==> src/rtl/mem_burst_port_ctrl_if.sv <==
`default_nettype none
// ============================================================================
// Module   : mem_burst_port_ctrl_if
// Brief    : Command, write-data, read-data and memory-port bundle for one
//            burst controller instance.
// Revision : 1.0
// ============================================================================
interface mem_burst_port_ctrl_if #(
  parameter int WIDTH = 8,
  parameter int ADDR  = 3
);
  logic             i_cmd_valid;
  logic             o_cmd_ready;
  logic             i_cmd_we;
  logic [ADDR-1:0]  i_cmd_addr;
  logic [ADDR-1:0]  i_cmd_len;
  logic             i_wdata_valid;
  logic             o_wdata_ready;
  logic [WIDTH-1:0] i_wdata;
  logic             o_rdata_valid;
  logic             i_rdata_ready;
  logic [WIDTH-1:0] o_rdata;
  logic             o_rdata_last;
  logic             o_mem_en;
  logic             o_mem_we;
  logic [ADDR-1:0]  o_mem_addr;
  logic [WIDTH-1:0] o_mem_din;
  logic [WIDTH-1:0] i_mem_dout;
  logic             o_busy;
  logic             o_done;

  // Controller side.
  modport slave (
    input  i_cmd_valid, i_cmd_we, i_cmd_addr, i_cmd_len,
    input  i_wdata_valid, i_wdata, i_rdata_ready, i_mem_dout,
    output o_cmd_ready, o_wdata_ready, o_rdata_valid, o_rdata, o_rdata_last,
    output o_mem_en, o_mem_we, o_mem_addr, o_mem_din, o_busy, o_done
  );

  // Master / memory side.
  modport master (
    output i_cmd_valid, i_cmd_we, i_cmd_addr, i_cmd_len,
    output i_wdata_valid, i_wdata, i_rdata_ready, i_mem_dout,
    input  o_cmd_ready, o_wdata_ready, o_rdata_valid, o_rdata, o_rdata_last,
    input  o_mem_en, o_mem_we, o_mem_addr, o_mem_din, o_busy, o_done
  );
endinterface
`default_nettype wire

==> src/rtl/mem_burst_port_ctrl.sv <==
`default_nettype none
// ============================================================================
// Module   : mem_burst_port_ctrl
// Brief    : Read/write burst controller for one port of a dual-port memory
//            bank, with a 2-entry read response buffer.
// Revision : 1.0
// ============================================================================
module mem_burst_port_ctrl #(
  parameter int WIDTH = 8,
  parameter int ADDR  = 3
) (
  input  logic                  i_clk,
  input  logic                  i_rst,
  mem_burst_port_ctrl_if.slave  bus
);

  typedef enum logic [1:0] {
    ST_IDLE  = 2'd0,
    ST_WRITE = 2'd1,
    ST_READ  = 2'd2,
    ST_DRAIN = 2'd3
  } state_t;

  state_t           r_state;
  state_t           w_state_nxt;
  logic [ADDR-1:0]  r_cur_addr;
  logic [ADDR-1:0]  r_beats_left;
  logic             r_in_flight;
  logic             r_in_flight_last;
  logic [WIDTH-1:0] r_buf_data [2];
  logic [1:0]       r_buf_last;
  logic             r_rd_ptr;
  logic             r_wr_ptr;
  logic [1:0]       r_count;
  logic             r_done;

  logic             w_cmd_ready;
  logic             w_cmd_hs;
  logic             w_wdata_ready;
  logic             w_wr_beat;
  logic             w_rvalid;
  logic             w_pop;
  logic             w_head_last;
  logic [2:0]       w_occ;
  logic [2:0]       w_lim;
  logic             w_rd_issue;
  logic             w_last_beat;
  logic             w_burst_end;

  assign w_cmd_ready   = !i_rst && (r_state == ST_IDLE);
  assign w_cmd_hs      = w_cmd_ready && bus.i_cmd_valid;
  assign w_wdata_ready = !i_rst && (r_state == ST_WRITE);
  assign w_wr_beat     = w_wdata_ready && bus.i_wdata_valid;
  assign w_rvalid      = !i_rst && (r_count != 2'd0);
  assign w_pop         = w_rvalid && bus.i_rdata_ready;
  assign w_head_last   = r_buf_last[r_rd_ptr];
  assign w_last_beat   = (r_beats_left == '0);

  // Only issue a read when its data is guaranteed a buffer slot on capture.
  assign w_occ      = {1'b0, r_count} + {2'b00, r_in_flight};
  assign w_lim      = 3'd2 + {2'b00, w_pop};
  assign w_rd_issue = !i_rst && (r_state == ST_READ) && (w_occ < w_lim);

  always_comb begin
    w_state_nxt = r_state;
    case (r_state)
      ST_IDLE:  if (w_cmd_hs) w_state_nxt = bus.i_cmd_we ? ST_WRITE : ST_READ;
      ST_WRITE: if (w_wr_beat && w_last_beat) w_state_nxt = ST_IDLE;
      ST_READ:  if (w_rd_issue && w_last_beat) w_state_nxt = ST_DRAIN;
      ST_DRAIN: if (w_pop && w_head_last && !r_in_flight) w_state_nxt = ST_IDLE;
      default:  w_state_nxt = ST_IDLE;
    endcase
  end

  assign w_burst_end = (r_state != ST_IDLE) && (w_state_nxt == ST_IDLE);

  always_ff @(posedge i_clk) begin
    if (i_rst) begin
      r_state          <= ST_IDLE;
      r_cur_addr       <= '0;
      r_beats_left     <= '0;
      r_in_flight      <= 1'b0;
      r_in_flight_last <= 1'b0;
      r_buf_last       <= 2'b00;
      r_rd_ptr         <= 1'b0;
      r_wr_ptr         <= 1'b0;
      r_count          <= 2'd0;
      r_done           <= 1'b0;
    end else begin
      r_state <= w_state_nxt;
      r_done  <= w_burst_end;

      if (w_cmd_hs) begin
        r_cur_addr   <= bus.i_cmd_addr;
        r_beats_left <= bus.i_cmd_len;
      end else if (w_wr_beat || w_rd_issue) begin
        r_cur_addr   <= r_cur_addr + 1'b1;
        r_beats_left <= r_beats_left - 1'b1;
      end

      r_in_flight      <= w_rd_issue;
      r_in_flight_last <= w_rd_issue && w_last_beat;

      // Memory data is valid the cycle after issue; capture it then.
      if (r_in_flight) begin
        r_buf_data[r_wr_ptr] <= bus.i_mem_dout;
        r_buf_last[r_wr_ptr] <= r_in_flight_last;
        r_wr_ptr             <= ~r_wr_ptr;
      end
      if (w_pop) r_rd_ptr <= ~r_rd_ptr;
      r_count <= r_count + {1'b0, r_in_flight} - {1'b0, w_pop};
    end
  end

  assign bus.o_cmd_ready   = w_cmd_ready;
  assign bus.o_wdata_ready = w_wdata_ready;
  assign bus.o_rdata_valid = w_rvalid;
  assign bus.o_rdata       = w_rvalid ? r_buf_data[r_rd_ptr] : '0;
  assign bus.o_rdata_last  = w_rvalid && w_head_last;
  assign bus.o_mem_en      = w_wr_beat || w_rd_issue;
  assign bus.o_mem_we      = w_wr_beat;
  assign bus.o_mem_addr    = i_rst ? '0 : r_cur_addr;
  assign bus.o_mem_din     = bus.i_wdata;
  assign bus.o_busy        = !i_rst && (r_state != ST_IDLE);
  assign bus.o_done        = !i_rst && r_done;

endmodule
`default_nettype wire

==> src/flat_wrapper.sv <==
// flat-port wrapper written by rule: the top's interface ports become plain ports
module mem_burst_port_ctrl_flat 
#(
  parameter int WIDTH = 8,
  parameter int ADDR  = 3
)
  (i_clk, i_rst, bus_i_cmd_valid, bus_i_cmd_we, bus_i_cmd_addr, bus_i_cmd_len, bus_i_wdata_valid, bus_i_wdata, bus_i_rdata_ready, bus_i_mem_dout, bus_o_cmd_ready, bus_o_wdata_ready, bus_o_rdata_valid, bus_o_rdata, bus_o_rdata_last, bus_o_mem_en, bus_o_mem_we, bus_o_mem_addr, bus_o_mem_din, bus_o_busy, bus_o_done);
  mem_burst_port_ctrl_if #(.WIDTH(WIDTH), .ADDR(ADDR)) bus_i ();
  input  logic i_clk;
  input  logic i_rst;
  input wire logic [$bits(bus_i.i_cmd_valid)-1:0] bus_i_cmd_valid;
  input wire logic [$bits(bus_i.i_cmd_we)-1:0] bus_i_cmd_we;
  input wire logic [$bits(bus_i.i_cmd_addr)-1:0] bus_i_cmd_addr;
  input wire logic [$bits(bus_i.i_cmd_len)-1:0] bus_i_cmd_len;
  input wire logic [$bits(bus_i.i_wdata_valid)-1:0] bus_i_wdata_valid;
  input wire logic [$bits(bus_i.i_wdata)-1:0] bus_i_wdata;
  input wire logic [$bits(bus_i.i_rdata_ready)-1:0] bus_i_rdata_ready;
  input wire logic [$bits(bus_i.i_mem_dout)-1:0] bus_i_mem_dout;
  output wire logic [$bits(bus_i.o_cmd_ready)-1:0] bus_o_cmd_ready;
  output wire logic [$bits(bus_i.o_wdata_ready)-1:0] bus_o_wdata_ready;
  output wire logic [$bits(bus_i.o_rdata_valid)-1:0] bus_o_rdata_valid;
  output wire logic [$bits(bus_i.o_rdata)-1:0] bus_o_rdata;
  output wire logic [$bits(bus_i.o_rdata_last)-1:0] bus_o_rdata_last;
  output wire logic [$bits(bus_i.o_mem_en)-1:0] bus_o_mem_en;
  output wire logic [$bits(bus_i.o_mem_we)-1:0] bus_o_mem_we;
  output wire logic [$bits(bus_i.o_mem_addr)-1:0] bus_o_mem_addr;
  output wire logic [$bits(bus_i.o_mem_din)-1:0] bus_o_mem_din;
  output wire logic [$bits(bus_i.o_busy)-1:0] bus_o_busy;
  output wire logic [$bits(bus_i.o_done)-1:0] bus_o_done;
  assign bus_i.i_cmd_valid = bus_i_cmd_valid;
  assign bus_i.i_cmd_we = bus_i_cmd_we;
  assign bus_i.i_cmd_addr = bus_i_cmd_addr;
  assign bus_i.i_cmd_len = bus_i_cmd_len;
  assign bus_i.i_wdata_valid = bus_i_wdata_valid;
  assign bus_i.i_wdata = bus_i_wdata;
  assign bus_i.i_rdata_ready = bus_i_rdata_ready;
  assign bus_i.i_mem_dout = bus_i_mem_dout;
  assign bus_o_cmd_ready = bus_i.o_cmd_ready;
  assign bus_o_wdata_ready = bus_i.o_wdata_ready;
  assign bus_o_rdata_valid = bus_i.o_rdata_valid;
  assign bus_o_rdata = bus_i.o_rdata;
  assign bus_o_rdata_last = bus_i.o_rdata_last;
  assign bus_o_mem_en = bus_i.o_mem_en;
  assign bus_o_mem_we = bus_i.o_mem_we;
  assign bus_o_mem_addr = bus_i.o_mem_addr;
  assign bus_o_mem_din = bus_i.o_mem_din;
  assign bus_o_busy = bus_i.o_busy;
  assign bus_o_done = bus_i.o_done;
  mem_burst_port_ctrl #(.WIDTH(WIDTH), .ADDR(ADDR)) u_core (.i_clk(i_clk), .i_rst(i_rst), .bus(bus_i));
endmodule
==> config.mk <==
export PLATFORM = sky130hd
export DESIGN_NAME = mem_burst_port_ctrl_flat
export DESIGN_NICKNAME = d
export VERILOG_FILES = /design/src/rtl/mem_burst_port_ctrl_if.sv /design/src/rtl/mem_burst_port_ctrl.sv /design/src/flat_wrapper.sv
export SDC_FILE = /design/constraint.sdc
export NUM_CORES = 1
export LEC_CHECK = 0
export ABC_AREA = 1
export CAP_MARGIN = 15
export CORE_AREA = 2 2 98 53
export CTS_CLUSTER_DIAMETER = 30
export DETAILED_ROUTE_END_ITERATION = 8
export DIE_AREA = 0 0 100 55
export GPL_ROUTABILITY_DRIVEN = 0
export PLACE_DENSITY = 0.78
export SYNTH_ARGS = -nofsm -noshare
export SYNTH_HDL_FRONTEND = slang
export SYNTH_SLANG_ARGS = --single-unit
export TNS_END_PERCENT = 1
==> constraint.sdc <==
create_clock -name i_clk -period 1.5 [get_ports i_clk]
set_input_delay 0.15 -clock i_clk [delete_from_list [all_inputs] [get_ports i_clk]]
set_output_delay 0.15 -clock i_clk [all_outputs]
set_load 0.05 [all_outputs]
==> impl_summary.md <==
Floorplan
The die span in y is about 55 um. Measured along the x axis, the die boundary spans roughly 100 um. The initial utilization of the core area, before any placement, comes to 0.385. The floorplan has 18 rows. The die covers 5500 um2. The region available for standard cell placement spans 4680 um2. In this run the count of I/O pins placed on the die edge is 55.

Synth
The library cell occupying the most area in the post-synthesis netlist is edfxtp_1. The most numerous cell in the Yosys netlist is nand2_1. The register area share after synthesis is 0.467. Dividing the synthesized area by the synthesized cell count gives between 8 and 9 um2. The share of synthesized area in the top cell type comes to 0.267.

In this run the cell area of the synthesized design comes to 1800 um2. The synthesis warning total is 0. Counting flops with an async set or reset pin after synthesis yields a share of 0.

The most used flip-flop cell after synthesis is dfxtp_1. The number of enable flip-flop cells after synthesis is 16. The number of synthesized register bits is 34. Sorting the synthesized cells by area gives the leading types as edfxtp_1, dfxtp_1, nand2_1.

When the netlist entered floorplanning its net count stood at 245. The commonest cells after synthesis are nand2_1, inv_1, nor2_1, dfxtp_1, edfxtp_1. The synthesized netlist cell count is 210.

The count of unique library cells instantiated by Yosys is 29.

Clocking
The count of H-tree levels built during CTS is 2. The later pin in the worst-skew pair is clocked with a latency of 0.28 ns. CTS placed an instance of clkbuf_8 at the clock tree root. Counting every sink on the clock net gives 34.

Clock-pin slew was measured on the worst setup and hold paths at 0.07 ns. Clock tree synthesis inserted a total of 5 buffers. The maximum buffer depth of the clock tree is 2. The clock tree from TritonCTS is built.

Setup path
Data on the critical path arrives at its endpoint at 1.47 ns. The cell repeated most along the worst path is ha_4. The worst setup path is captured at an output pin. The slowest stage of the critical path is the dfxtp_4 cell.

The kind of start point of the critical path is a register. The highest cell delay on the worst timing path is 0.37 ns. The classification of the worst setup path is register to output pin. At the worst endpoint, the required time is 1.35 ns.

The largest fanout of any net on the critical path is 3. The signal on the critical path passes through ha_4 -> ha_4 -> nor3_4 -> nand2_2 -> nand2_4 -> buf_12.

Run
The max-cap check violation count is 0.

Routing
The number of vias in the routed layout is 1,439. The final layout contains routed wiring with a total length of 3.92 mm. In the routed design, unresolved DRC markers number 0. Using the TritonRoute via totals, the vias-per-cell ratio works out to 4.48.

The number of DRC markers after the initial detailed-route iteration is 66. The wire length per cell is approximately 12 um. Once detail routing completed, the nets flagged for antenna violations numbered 0.

The number of iterations in the first detailed-routing pass is 4.

Power
In this run the static leakage power is 1.22 nW. Power spread over the standard cell area amounts to 1100 nW/um2. In this run the power spent charging and discharging nets is roughly 0.00097 W. Of the total power, registers draw 0.375. Power comes to roughly 0.003 W. The switching share of power is 0.325. Of the total power, the clock network draws 0.282.

IR analysis of the VDD net gives a maximum drop of 0.549 mV. The design internal power is between 0.002 and 0.0025 W. The relative contribution of combinational cells to total power is 0.344.

STA
The final critical path time including I/O delays and setup is 1.62 ns. Setup repair after global routing could not meet its margin everywhere. The worst slew slack as a fraction of its limit is 0.815. The final number of max-transition violations was 0.

The actual transition at the worst max-transition pin is 0.276 ns. The least setup slack across all paths after layout is -0.116 ns. The worst clock skew on the final layout is 0.00824 ns. The final period utilization is 1.08. Derived from the worst setup path, the maximum achievable clock frequency is 619 MHz. The final number of setup-violating endpoints is 13. The hold violation count in the final report is 0.

Global routing
The initial antenna violation count was 0. For this run, the total global-route usage over all layers was measured as 0.148. The via count of the first global-routing pass is 1,318. Entering global routing, the biggest net connects 13 pins.

The first-pass GRT wire length is 6.03 mm. Summed over all layers, the global routing overflow is 0.

Place
The count of buffers from port buffering is 38. The worst setup slack after placement is -0.311 ns. In this run the cell area measured after placement is 2470 um2. The half-perimeter wire length of the detailed placement result is 2.91 mm.

Layout
The core utilization of the finished layout is 0.579. The layout cell share with drive strength beyond 1 is 0.345. The number of antenna diodes in the final layout is 0. The post-layout net count is 295. The layout overhead on the synthesized area is 50.5%. After routing the design area is between 2000 and 3000 um2.

Outcome
The flow ran to the end, but the final reports show violations. The final reports fail on negative setup slack.

Min path
The tightest min-delay check is of the input port to output pin type.
==> layer usage <==
metal	share of wire	routed length, um	up-vias	track usage
met3	0.063	246	2	0.0528
li1	-	-	741	-
met4	0.0054	21	0	0.0365
met1	0.48	1880	658	0.189
met5	0	0	-	0
met2	0.45	1770	38	0.247
==> cell type report <==
type	instances	area (um2)
clock buffers	5	68.8
well taps	60	75.1
clock inverters	3	45.0
fillers	396	1970
multi-input cells	123	797
inverters	40	163
flip-flops and latches	34	853
repair buffers	56	709
==> power by group through the flow <==
stage | logic [W] | clock network (W) | registers [W]
finish | 0.00103 | 0.000842 | 0.00112
global route | 0.00111 | 0.000895 | 0.00113
CTS | 0.00100 | 0.000847 | 0.00112
detailed placement | 0.000956 | 0 | 0.00113
global placement | 0.000937 | 0 | 0.00113
floorplan | 0.000633 | 0 | 0.00111
==> registers in the layout, summed over array words and instances, names as in the netlist, named ones only <==
register / cells
u_core.r_count: 2
u_core.r_rd_ptr: 1
u_core.r_done: 1
u_core.r_in_flight: 1
u_core.r_beats_left: 3
u_core.r_in_flight_last: 1
u_core.r_buf_last: 2
u_core.r_state: 2
u_core.r_cur_addr: 3
u_core.r_wr_ptr: 1
u_core.r_buf_data: 16
==> layout by cell type (no fill, tap or decap), types with 2 or more instances in the layout <==
| cell | instances |
|---|---|
| clkdlybuf4s50_1 | 19 |
| nand2_1 | 41 |
| nand2_2 | 5 |
| ha_1 | 3 |
| clkinvlp_4 | 2 |
| o21ai_1 | 5 |
| dfxtp_4 | 2 |
| inv_1 | 34 |
| a21oi_1 | 4 |
| nor2_2 | 6 |
| dfxtp_1 | 12 |
| o21ai_0 | 5 |
| nor2_1 | 23 |
| nand2_4 | 2 |
| inv_2 | 4 |
| clkbuf_8 | 5 |
| nor3_1 | 2 |
| nor3_4 | 2 |
| buf_4 | 17 |
| ha_4 | 4 |
| buf_12 | 19 |
| edfxtp_1 | 16 |
| xnor2_1 | 2 |
| mux2_2 | 8 |
| nand3_1 | 3 |
| nand3_4 | 2 |
| dfxtp_2 | 4 |
==> cell families (layout without fill, tap and decap cells) <==
logic type,count (synthesis),count (layout),synth area share
AOI/OAI and AO/OA,15,15,0.0417
muxes,8,8,0.0500
xor gates and xnor gates,3,3,0.0146
and+or+nand+nor,90,90,0.242
adders and majority gates,7,7,0.0486
buffers and inverters,53,104,0.137
DFF,34,34,0.467
==> stage by stage <==
step           setup TNS (ns)  hold WS, ns  std cells
2_1_floorplan           -1.46        0.249        210
3_3_place_gp            -1.97        0.300        309
3_5_place_dp            -2.31        0.300        309
4_1_cts                -0.358        0.300        321
5_1_grt                 -1.62        0.300        321
6_report               -0.407        0.300        321
==> worst max-delay path, delay by kind of cell (launching register included) <==
family	cells	cell delay, ns
flip-flops	1	0.37
adder cells (fa/ha/maj)	2	0.32
AND/OR/NAND/NOR	3	0.36
buffers and inverters	1	0.13
==> worst paths after layout <==
kind | from | to | slack (ns) | cells after the start
worst max register to register | u_core.r_count[0]$_SDFF_PP0_ | u_core.r_count[1]$_SDFF_PP0_ | -0.10 | 10
worst min-delay path | bus_i_wdata[0] | bus_o_mem_din[0] | 0.30 | 0
worst max-delay path | u_core.r_count[0]$_SDFF_PP0_ | bus_o_mem_en | -0.12 | 6
worst min register to register | u_core.r_in_flight_last$_SDFF_PP0_ | u_core.r_buf_last[0]$_SDFFE_PP0P_ | 0.49 | 2
==> what timing repair did <==
action                     4_1_cts  5_1_grt
setup endpoints to repair       19       24
hold buffers                     0        0
resized for setup               23        7
buffers inserted                 4        0
pin swaps                        9        4
Power figures use the tool's default switching activity.
